**src/rtl/halfcycle_capture_fifo_pkg.sv**
```systemverilog
// Shared capture-side definitions: the clog2 helper used for pointer and level widths.
// The capture FIFO and the later transmit-side blocks both import this package.
package halfcycle_capture_fifo_pkg;

    function automatic int clog2(input int value);
        int result;
        result = 0;
        while ((1 << result) < value) begin
            result = result + 1;
        end
        return result;
    endfunction

    function automatic bit is_pow2(input int value);
        return (value > 0) && ((value & (value - 1)) == 0);
    endfunction

endpackage

```
**src/rtl/halfcycle_capture_fifo_ram.sv**
```systemverilog
// capture_ram: DEPTH x WIDTH storage with one posedge write port and one asynchronous read port.
// The storage has no reset; its contents only matter where level says a word is valid.
module capture_ram #(
    parameter int WIDTH = 32,
    parameter int DEPTH = 4,
    parameter int AW    = 2
) (
    input  logic             clk,
    input  logic             wr_en,
    input  logic [AW-1:0]    wr_addr,
    input  logic [WIDTH-1:0] wr_data,
    input  logic [AW-1:0]    rd_addr,
    output logic [WIDTH-1:0] rd_data
);

    logic [WIDTH-1:0] mem [DEPTH];

    always_ff @(posedge clk) begin
        if (wr_en) begin
            mem[wr_addr] <= wr_data;
        end
    end

    assign rd_data = mem[rd_addr];

endmodule

```
**src/rtl/halfcycle_capture_fifo.sv**
```systemverilog
// Posedge receiver for words launched on the falling edge; DEPTH-entry FIFO with sticky overflow.
// Optional HALFCYCLE_DROP_COUNT_EN adds a saturating dropped-word counter and its drop_count port.
module halfcycle_capture_fifo
    import halfcycle_capture_fifo_pkg::*;
#(
    parameter int WIDTH = 32,
    parameter int DEPTH = 4,
    parameter int CNT_W = 8
) (
    input  logic                     clk,
    input  logic                     reset,
    input  logic                     src_valid,
    input  logic [WIDTH-1:0]         src_data,
    output logic                     src_ready,
    output logic                     out_valid,
    output logic [WIDTH-1:0]         out_data,
    input  logic                     out_ready,
    output logic [clog2(DEPTH):0]    level,
    output logic                     overflow,
    input  logic                     ovf_clr
`ifdef HALFCYCLE_DROP_COUNT_EN
    ,
    output logic [CNT_W-1:0]         drop_count
`endif
);

    localparam int AW = clog2(DEPTH);
    localparam int LW = AW + 1;

    if (!is_pow2(DEPTH) || DEPTH < 2) begin : g_depth_check
        $error("halfcycle_capture_fifo: DEPTH must be a power of two and >= 2");
    end
    if (CNT_W < 1) begin : g_cnt_check
        $error("halfcycle_capture_fifo: CNT_W must be at least 1");
    end

    logic [AW-1:0] wr_ptr;
    logic [AW-1:0] rd_ptr;
    logic          push;
    logic          pop;
    logic          drop;

    // Flags decode only the registered level so neither ready nor valid has an input path.
    assign src_ready = (level != LW'(DEPTH));
    assign out_valid = (level != '0);
    assign push      = src_valid && src_ready;
    assign pop       = out_valid && out_ready;
    assign drop      = src_valid && !src_ready;

    capture_ram #(
        .WIDTH (WIDTH),
        .DEPTH (DEPTH),
        .AW    (AW)
    ) u_ram (
        .clk     (clk),
        .wr_en   (push),
        .wr_addr (wr_ptr),
        .wr_data (src_data),
        .rd_addr (rd_ptr),
        .rd_data (out_data)
    );

    always_ff @(posedge clk) begin
        if (reset) begin
            wr_ptr <= '0;
            rd_ptr <= '0;
            level  <= '0;
        end else begin
            if (push) begin
                wr_ptr <= wr_ptr + 1'b1;
            end
            if (pop) begin
                rd_ptr <= rd_ptr + 1'b1;
            end
            if (push && !pop) begin
                level <= level + 1'b1;
            end else if (pop && !push) begin
                level <= level - 1'b1;
            end
        end
    end

    // A drop in the same cycle as ovf_clr keeps the flag set.
    always_ff @(posedge clk) begin
        if (reset) begin
            overflow <= 1'b0;
        end else if (drop) begin
            overflow <= 1'b1;
        end else if (ovf_clr) begin
            overflow <= 1'b0;
        end
    end

`ifdef HALFCYCLE_DROP_COUNT_EN
    always_ff @(posedge clk) begin
        if (reset) begin
            drop_count <= '0;
        end else if (ovf_clr) begin
            drop_count <= drop ? CNT_W'(1) : '0;
        end else if (drop && (drop_count != '1)) begin
            drop_count <= drop_count + 1'b1;
        end
    end
`endif

endmodule

```
**config.mk**
```make
export PLATFORM = sky130hd
export DESIGN_NAME = halfcycle_capture_fifo
export DESIGN_NICKNAME = d
export VERILOG_FILES = /design/src/rtl/halfcycle_capture_fifo_pkg.sv /design/src/rtl/halfcycle_capture_fifo_ram.sv /design/src/rtl/halfcycle_capture_fifo.sv
export SDC_FILE = /design/constraint.sdc
export NUM_CORES = 1
export LEC_CHECK = 0
export CAP_MARGIN = 20
export CORE_ASPECT_RATIO = 0.8
export CORE_UTILIZATION = 49
export CTS_CLUSTER_DIAMETER = 120
export DETAILED_ROUTE_END_ITERATION = 12
export HOLD_SLACK_MARGIN = 0.12
export PLACE_DENSITY = 0.73
export SLEW_MARGIN = 0
export SYNTH_ARGS = -nofsm -noshare
export SYNTH_HDL_FRONTEND = slang
export SYNTH_SLANG_ARGS = --single-unit
```
**constraint.sdc**
```tcl
create_clock -name clk -period 3.24 [get_ports clk]
set_clock_uncertainty 0.2 [all_clocks]
set_input_delay 0.972 -clock clk [delete_from_list [all_inputs] [get_ports clk]]
set_output_delay 0.972 -clock clk [all_outputs]
set_load 0.01 [all_outputs]
```
==> After elaboration in Yosys (flattened, before gate mapping) <==
Memory sizes are Yosys's and may differ from the RTL's. A register that Yosys moved wholly into a read port is not among the register bits.
Cells that the tools add are included.
{ "op_classes": {"reduce_logical": 11, "mux": 8, "eq_ne": 1, "n_addsub": 4} }
{ "ops": {"columns": ["operator", "count"], "rows": [
  ["3-bit two-way mux", 2],
  ["1-bit logical AND", 5],
  ["2-bit by 1-bit adder with 2-bit output (second input constant)", 2],
  ["1-bit two-way mux", 4],
  ["2-bit two-way mux", 2],
  ["2-bit nonzero test", 2],
  ["3-bit by 1-bit adder with 3-bit output (second input constant)", 1],
  ["1-bit zero test", 3],
  ["3-bit != test (second input constant)", 1],
  ["3-bit nonzero test", 1],
  ["3-bit by 1-bit subtractor with 3-bit output (second input constant)", 1]
]} }
{ "totals": {"in_bits": 37, "word_cells": 29, "ram_bits": 128, "output_inout_bits": 38, "n_memories": 1, "ff_bits": 8} }
{ "mem_list": {"columns": ["name", "depth", "width", "rd", "rd_clocked_by_memory_dff", "wr", "line_no", "source"], "rows": [
  ["u_ram.mem", 4, 32, 1, 1, 1, "halfcycle_capture_fifo_ram.sv:16", "logic [WIDTH-1:0] mem [DEPTH];"]
]} }

==> Depth between registers and ports, before layout <==
Gate-level depths: netlist of run 1.
{ "logic_depth": {"ltp_word": 6, "depth_mapped": 8, "ltp_nobuf": 8} }

==> Cells and area by module <==
Synthesis of run 1 repeated with hierarchy kept, for this count alone.
{ "hier_totals": {"hier_cells": 211, "area_unflattened_um2": 5077.4} }
{ "modules_own_cells": {"columns": ["module", "instances", "cells_each", "seq_area_each_um2", "area_each_um2"], "rows": [
  ["capture_ram", 1, 171, 3843.7, 4689.5],
  ["halfcycle_capture_fifo", 1, 40, 160.2, 387.9]
]} }

==> Worst setup path before layout of run 1 <==
Ideal clock, no wire load.
{ "synth_timing": {"path_type": "in2reg", "start": "input src_valid", "end": "register level[2]", "slack_ns": 0.511, "t_required_ns": 2.970, "setup_ns": 0.070, "cell_stages": 8, "arrival_ns": 2.458, "path_buffers": 0, "cell_sequence": "inv_1 -> nor2_1 -> ha_1 -> inv_1 -> fa_1 -> xor2_1 -> or3_1 -> a21oi_1"} }
{ "synth_via": {"elab_chain_len": 4, "elab_cells_between_ends": 6, "classes_between": "mux (1); reduce/logical (5)"} }
{ "synth_lines": {"columns": ["element", "line_no", "source"], "rows": [
  ["from (decl)", "halfcycle_capture_fifo.sv:12", "input logic src_valid,"],
  ["1-bit logical AND (*)", "halfcycle_capture_fifo.sv:46", "assign push = src_valid && src_ready;"],
  ["net push", "halfcycle_capture_fifo.sv:39", "logic push;"],
  ["1-bit zero test", "halfcycle_capture_fifo.sv:77", "end else if (pop && !push) begin"],
  ["1-bit logical AND", "halfcycle_capture_fifo.sv:77", null],
  ["2-bit nonzero test (no source line)", null, null],
  ["to (signal assigned)", "halfcycle_capture_fifo.sv:76", "level <= level + 1'b1;"],
  ["to (signal assigned)", "halfcycle_capture_fifo.sv:78", "level <= level - 1'b1;"],
  ["to (decl)", "halfcycle_capture_fifo.sv:18", "output logic [clog2(DEPTH):0] level,"]
]} }
Mark *: on every way through the listed nets, which the timed path passes. The rest lies on a longest branch.
A chain may end at the register's enable or synchronous reset.

==> results of run 1 <==
==> layer usage <==
metal	vias to the layer above	part of all wire, %
met5	-	0
met4	0	0.77
met3	7	5.5
met2	73	49
met1	1243	45
li1	1111	-
==> layout by cell type (no fill, tap or decap), types with 2 or more instances in the layout <==
master           count
ha_1                 5
nor2_1               7
inv_1                5
edfxtp_1           128
o21ai_0              2
mux4_1               2
clkdlybuf4s50_1     68
clkinv_2             3
clkbuf_1             7
and2_2               4
a21oi_1              3
xor2_1               4
nand2b_1             2
buf_4                6
mux4_2              30
mux2i_1              2
clkbuf_16           18
dfxtp_1              8
dlymetal6s2s_1       5
buf_12               6
clkinvlp_4           2
or3_1                3
==> metrics by stage <==
stage | hold slack (ns) | util (%) | setup WS, ns
4_1_cts | 0.320 | 65.3 | 0.00307
3_3_place_gp | 0.295 | 60.1 | 0.0993
3_5_place_dp | 0.311 | 60.1 | 0.0402
2_1_floorplan | 0.282 | - | 0.511
5_1_grt | 0.349 | 65.8 | 0.00828
6_report | 0.311 | 65.8 | 0.0754
==> how the worst min path moves through the flow <==
stage               startpoint   endpoint  slack (ns)  depth (start not counted)
floorplan            wr_ptr[1]  wr_ptr[1]        0.28                          2
CTS                  wr_ptr[1]  wr_ptr[1]        0.32                          2
finish               wr_ptr[1]  wr_ptr[1]        0.31                          2
global placement     wr_ptr[1]  wr_ptr[1]        0.30                          2
global route         wr_ptr[1]  wr_ptr[1]        0.35                          2
detailed placement   wr_ptr[1]  wr_ptr[1]        0.31                          2
==> power by group through the flow <==
stage / Sequential (mW) / Clock [mW] / Combinational (mW)
2_1_floorplan: 2.25 / 0 / 0.805
4_1_cts: 2.23 / 1.73 / 1.40
3_5_place_dp: 2.27 / 0 / 1.39
5_1_grt: 2.26 / 1.81 / 1.51
6_report: 2.24 / 1.69 / 1.41
3_3_place_gp: 2.25 / 0 / 1.38
==> critical path, cell delays in order, from the launching register on <==
cell	delay (ns)
dfxtp_4	0.39
buf_12	0.18
mux4_2	0.52
clkdlybuf4s50_1	0.50
==> cell type report <==
cell class / count / area (sq um) / area share [%]
multi-input combinational: 69 / 1020 / 15.2
tap: 140 / 175 / 2.60
timing repair buffer: 87 / 942 / 14.0
clock inverter: 8 / 72.6 / 1.08
clock buffer: 24 / 452 / 6.71
inverter: 5 / 18.8 / 0.279
sequential: 138 / 4050 / 60.1
==> cell families (layout without fill, tap and decap cells) <==
group,after synthesis,in the layout,share of synthesized area [%]
muxes,34,34,14.5
adders and majority gates,6,6,1.60
buffers and inverters,13,124,2.10
and+or+nand+nor,18,18,2.08
AOI/OAI and AO/OA,7,7,0.895
DFF,138,138,78.2
xor gates and xnor gates,4,4,0.677
==> flip-flops by register name, indices dropped and copies added (netlist names), named ones only <==
register,flops
rd_ptr,2
u_ram.mem,128
wr_ptr,2
level,3
overflow,1
==> timing repair <==
item	4_1_cts	5_1_grt
gates resized for setup	3	7
setup endpoints to repair	13	23
buffers inserted	0	0
gates cloned	0	1
==> metrics.yaml, run 1 <==
cts:
  cts_buffers: 17
  clk_latency_ns: 0.40
  cts_max_level: 4
  clk_pin_slew_ns: 0.05
  holdBufCountCts: 0
  root_buffer: "clkbuf_16"
  tritoncts: "yes"
  clk_path_buf_depth: 2
  clkSinkCount: 138
finish:
  synthToLayoutAreaGrowth_pct: 30.2
  fillers: 736
  finalInstanceArea_sq_mm: 0.00673
  fin_nets: 361
  stdcell_count: 471
  drive_gt1_share_pct: 22.7
  antenna_cells: 0
yosys:
  yosys_register_bits: 138
  yosys.cell_count.top_type: "edfxtp_1"
  netlist_area_sq_mm: 0.00517
  yosysWarnings: 0
  syn_nets: 263
  synthTopCellsByArea: "edfxtp_1 (74%), mux4_2 (13%), dfxtp_1 (3.9%)"
  synth_ff_type: "edfxtp_1"
  synth_common_cells: "edfxtp_1 (128), mux4_2 (30), dfxtp_1 (10)"
  async_flop_share_pct: 0
  synth_top_cell_area_share_pct: 74.3
  synth_edf_count: 128
  synth.avg_cell_area_sq_um: 23.5
  synth_top_area_cell: "edfxtp_1"
  yosysSeqAreaShare_pct: 78.2
  netlist_instances: 220
  yosysUniqueCellTypes: 23
route:
  route.vias.total: 2434
  drc: 0
  viasPerCell: 5.17
  ant_nets: 0
  wl_per_cell_um: 18.8
  wirelength_mm: 8.85
  drtPass1Iterations: 6
  drtIter0Drc: 128
worst_setup_path:
  reg2regPathDepth: 8
  crit_type: "reg -> out"
  endpoint: "out_data[26]"
  cp.arrival_ns: 1.99
  r2r-end: "level[2]"
  r2r-start: "level[0]"
  rrSetupSlack_ns: 0.91
  startpoint_type: "flip-flop"
  crit_fanout: 13
  crit_path_end_kind: "output port"
  cp.required_ns: 2.07
sta:
  period_share_pct: 97.7
  fin_setup_tns_ns: 0
  worst_pin_slew_ns: 0.348
  hold_viol: 0
  slew_violations: 0
  finalSetupViolCount: 0
  fin_crit_ns: 3.16
  rsz0062_at_grt: "no"
  max_freq_mhz: 316
  relSlewSlack_pct: 76.4
placement:
  place_hpwl_mm: 5.46
  place_inst: 438
  place_congestion: 0.706
  placed_area_sq_mm: 0.00616
  port_buffers: 74
global_routing:
  use_met2_pct: 26.8
  use_met1_pct: 24.1
  grtUsageTotal_pct: 17.9
  grt_overflow: 0
  grt_pass1_vias: 2585
  grt_antenna_before_repair: 0
  grt_busiest_layer: "met2"
  grt_util_met3_pct: 6.65
  grt_max_degree: 33
  grt_pass1_wl_mm: 13.7
pwr:
  p_per_area_mw_per_mm2: 792
  p_int_mw: 4.03
  finalPower_mw: 5.34
  leakage_nw: 2.26
  power.switching_mw: 1.30
  ir_worst_vdd_uv: 569
  seqPwrFrac_pct: 42.0
  power_frac_clock_pct: 31.7
  p_sw_share_pct: 24.4
  combinationalPowerShare_pct: 26.3
flow_run:
  cap_violations: 0
floorplanning:
  row_count: 33
  fp.dieW_um: 117
  die_area_sq_mm: 0.0110
  die_h_um: 93.9
  core_area_sq_mm: 0.0102
  ioPinCount: 75
  start_util_pct: 50.5
hold_path:
  hold_path.class: "reg -> reg"
status:
  status: "finished, final reports clean"
Power figures use the tool's default switching activity.
==> inputs of run 2 (changes only) <==
--- a/config.mk
+++ b/config.mk
@@ -7,11 +7,11 @@
 export LEC_CHECK = 0
 export CAP_MARGIN = 20
 export CORE_ASPECT_RATIO = 0.8
-export CORE_UTILIZATION = 49
+export CORE_UTILIZATION = 54
 export CTS_CLUSTER_DIAMETER = 120
 export DETAILED_ROUTE_END_ITERATION = 12
 export HOLD_SLACK_MARGIN = 0.12
-export PLACE_DENSITY = 0.73
+export PLACE_DENSITY = 0.79
 export SLEW_MARGIN = 0
 export SYNTH_ARGS = -nofsm -noshare
 export SYNTH_HDL_FRONTEND = slang
==> run 2 against run 1 <==
  * The run now ends with design-rule violations left
  * Combinational power fell by 4%
  * Setup slack worse by 0.031 ns
  * Non-clock buffer count up 5
  * Critical path depth unchanged
  * Register-to-register slack about the same
  * Cell count down 4.2%
  * Sequential power about the same
  * Fmax decreased by 0.98%
  * Worst hold slack better by 0.0099 ns
  * Die area down 9.1%
  * Sequential cell count is the same
  * Critical path type unchanged
  * Highest routed layer unchanged
==> metrics.yaml, run 2 (synthesis results as in run 1) <==
status:
  status: "complete, but fails checks"
  failed_checks: "design-rule violations"
cts:
  clkSinkCount: 138  # unchanged
  clk_path_buf_depth: 2  # unchanged
  tritoncts: "yes"
  root_buffer: "clkbuf_16"
  clk_pin_slew_ns: 0.05  # about the same
  cts_buffers: 17  # unchanged
  cts_max_level: 4  # unchanged
  clk_latency_ns: 0.41  # about the same
worst_setup_path:
  reg2regPathDepth: 8  # unchanged
  max_stage_delay_ns: 0.50  # -0.02 ns
  cp_num_cells: 3  # unchanged
  crit_type: "reg -> out"
  crit_path_cell_trace: "clkbuf_16 -> mux4_2 -> clkdlybuf4s50_1"
  crit_buf_inv: 2  # unchanged
  r2r-start: "level[0]"
  endpoint: "out_data[15]"
  cp.required_ns: 2.07  # about the same
  crit_path_end_kind: "output port"
  cp.arrival_ns: 2.02  # +0.03 ns
  startpoint_type: "flip-flop"
  cp_slowest_cell: "mux4_2"
  path_delay_family: "buffers and inverters"
  r2r-end: "level[2]"
  crit_fanout: 8  # -5
  rrSetupSlack_ns: 0.90  # about the same
route:
  met3_length_um: 651  # +34%
  wl_met1_mm: 3.76  # -5.5%
  wl_per_cell_um: 19.6  # +4.1%
  top_layer: "met4"
  route.vias.total: 2470  # +1.5%
  drc: 12  # +12
  viasPerCell: 5.48  # +6.0%
  drtPass1Iterations: 8  # +2
  met2_length_mm: 4.27  # -1.2%
  drtIter0Drc: 159  # +24%
  ant_nets: 0  # unchanged
  wirelength_mm: 8.82  # -0.29%
global_routing:
  grt_pass1_vias: 2528  # -2.2%
  grt_max_degree: 25  # -24%
  grtUsageTotal_pct: 18.9  # +0.95 points
  grt_overflow: 0  # unchanged
  grt_antenna_before_repair: 0  # unchanged
  grt_pass1_wl_mm: 13.1  # -4.8%
sta:
  fin_crit_ns: 3.20  # +0.0313 ns
  max_freq_mhz: 313  # -0.98%
  worst_pin_slew_ns: 0.399  # +0.0510 ns
  period_share_pct: 98.6  # +0.96 points
  hold_viol: 0  # unchanged
  fin_ws_ns: 0.0441  # -0.0313 ns
  slew_violations: 0  # unchanged
  fin_setup_tns_ns: 0  # unchanged
  finalSetupViolCount: 0  # unchanged
  relSlewSlack_pct: 73.0  # -3.5 points
finish:
  reg_top3: "u_ram.mem (128), level (3)"
  antenna_cells: 0  # unchanged
  stdcell_count: 451  # -4.2%
  largest_register: "u_ram.mem"
  regArea_sq_mm: 0.00405  # about the same
  finalInstanceArea_sq_mm: 0.00679  # +0.76%
  multi_input_area_sq_mm: 0.00102  # unchanged
  final_util_pct: 73.8  # +8.0 points
  mostFrequentLayoutCells: "edfxtp_1 (128), clkdlybuf4s50_1 (45), mux4_2 (30)"
  drive_gt1_share_pct: 25.6  # +2.9 points
  final_common_cell: "edfxtp_1"
  synthToLayoutAreaGrowth_pct: 31.2
  fillers: 531  # -28%
  largest_reg_flops: 128  # unchanged
  fin_nets: 366  # +1.4%
pwr:
  ir_worst_vdd_uv: 570  # +0.34%
  leakage_nw: 2.50  # +11%
  p_per_area_mw_per_mm2: 789  # -0.39%
placement:
  place_hpwl_mm: 5.28  # -3.4%
  port_buffers: 74  # unchanged
  place_inst: 414  # -5.5%
  pre_cts_slack_ns: 0.0129  # -0.0273 ns
  place_congestion: 0.815  # +15%
  placed_area_sq_mm: 0.00611  # -0.79%
floorplanning:
  die_area_sq_mm: 0.00998  # -9.1%
  row_count: 31  # -6.1%
  fp.dieW_um: 111  # -4.7%
  die_h_um: 89.5  # -4.6%
  core_area_sq_mm: 0.00919  # -10%
  ioPinCount: 75  # unchanged
  start_util_pct: 56.3  # +5.8 points
hold_path:
  hold_path.class: "reg -> reg"
  hold_depth: 2  # unchanged
flow_run:
  cap_violations: 0  # unchanged
[run 2: power by group]
group	total, mW	switching [mW]	leakage [nW]	internal (mW)
Combinational	1.36	0.556	0.969	0.807
Sequential	2.26	0.108	1.26	2.15
Clock	1.73	0.664	0.272	1.07
Total	5.36	1.33	2.50	4.03
[run 2: area by class of cell]
cell class / instances / share of cell area, %
Multi-Input combinational cell: 69 / 15.1
Tap cell: 115 / 2.12
Clock inverter: 8 / 0.664
Timing Repair Buffer: 92 / 14.7
Inverter: 5 / 0.277
Clock buffer: 24 / 7.39
Sequential cell: 138 / 59.7
[run 2: metal layers]
layer  up-vias  GRT usage [%]
li1       1121              -
met1      1240           23.6
met2        94           29.7
met3        15           7.39
met4         0           9.34
met5         -              0
[run 2: per-stage QoR]
step / total power, mW / hold WS (ns)
after floorplan: 3.05 / 0.282
after global placement: 3.62 / 0.298
after detailed placement: 3.65 / 0.314
after CTS: 5.40 / 0.331
after global routing: 5.58 / 0.340
final: 5.36 / 0.321
[run 2: how the worst min path moves through the flow]
stage	from	endpoint	slack, ns
floorplan	wr_ptr[1]	wr_ptr[1]	0.28
global placement	wr_ptr[1]	wr_ptr[1]	0.30
detailed placement	rd_ptr[1]	flip-flop	0.31
CTS	wr_ptr[1]	wr_ptr[1]	0.33
global route	wr_ptr[1]	wr_ptr[1]	0.34
finish	wr_ptr[1]	wr_ptr[1]	0.32
[run 2: what timing repair did]
| item | in CTS | in global routing |
|---|---|---|
| resized for setup | 4 | 28 |
| pin swaps | 0 | 0 |
| hold buffers | 0 | 0 |
| gates cloned | 0 | 1 |
| endpoints found under the hold margin | 0 | 0 |
| endpoints found under the setup margin | 27 | 19 |
| buffers inserted | 2 | 2 |
[run 2: worst min-delay path, delay by kind of cell (launching register included)]
family	cells	cell delay, ns
mux	1	0.06
flops	1	0.34
simple gates	1	0.08
==> inputs of run 3 (changes only) <==
--- a/config.mk
+++ b/config.mk
@@ -5,7 +5,7 @@
 export SDC_FILE = /design/constraint.sdc
 export NUM_CORES = 1
 export LEC_CHECK = 0
-export CAP_MARGIN = 20
+export CAP_MARGIN = 0
 export CORE_ASPECT_RATIO = 0.8
 export CORE_UTILIZATION = 54
 export CTS_CLUSTER_DIAMETER = 120
==> results of run 3 <==
Final layout, timing and power as in run 2 (identical DEF).
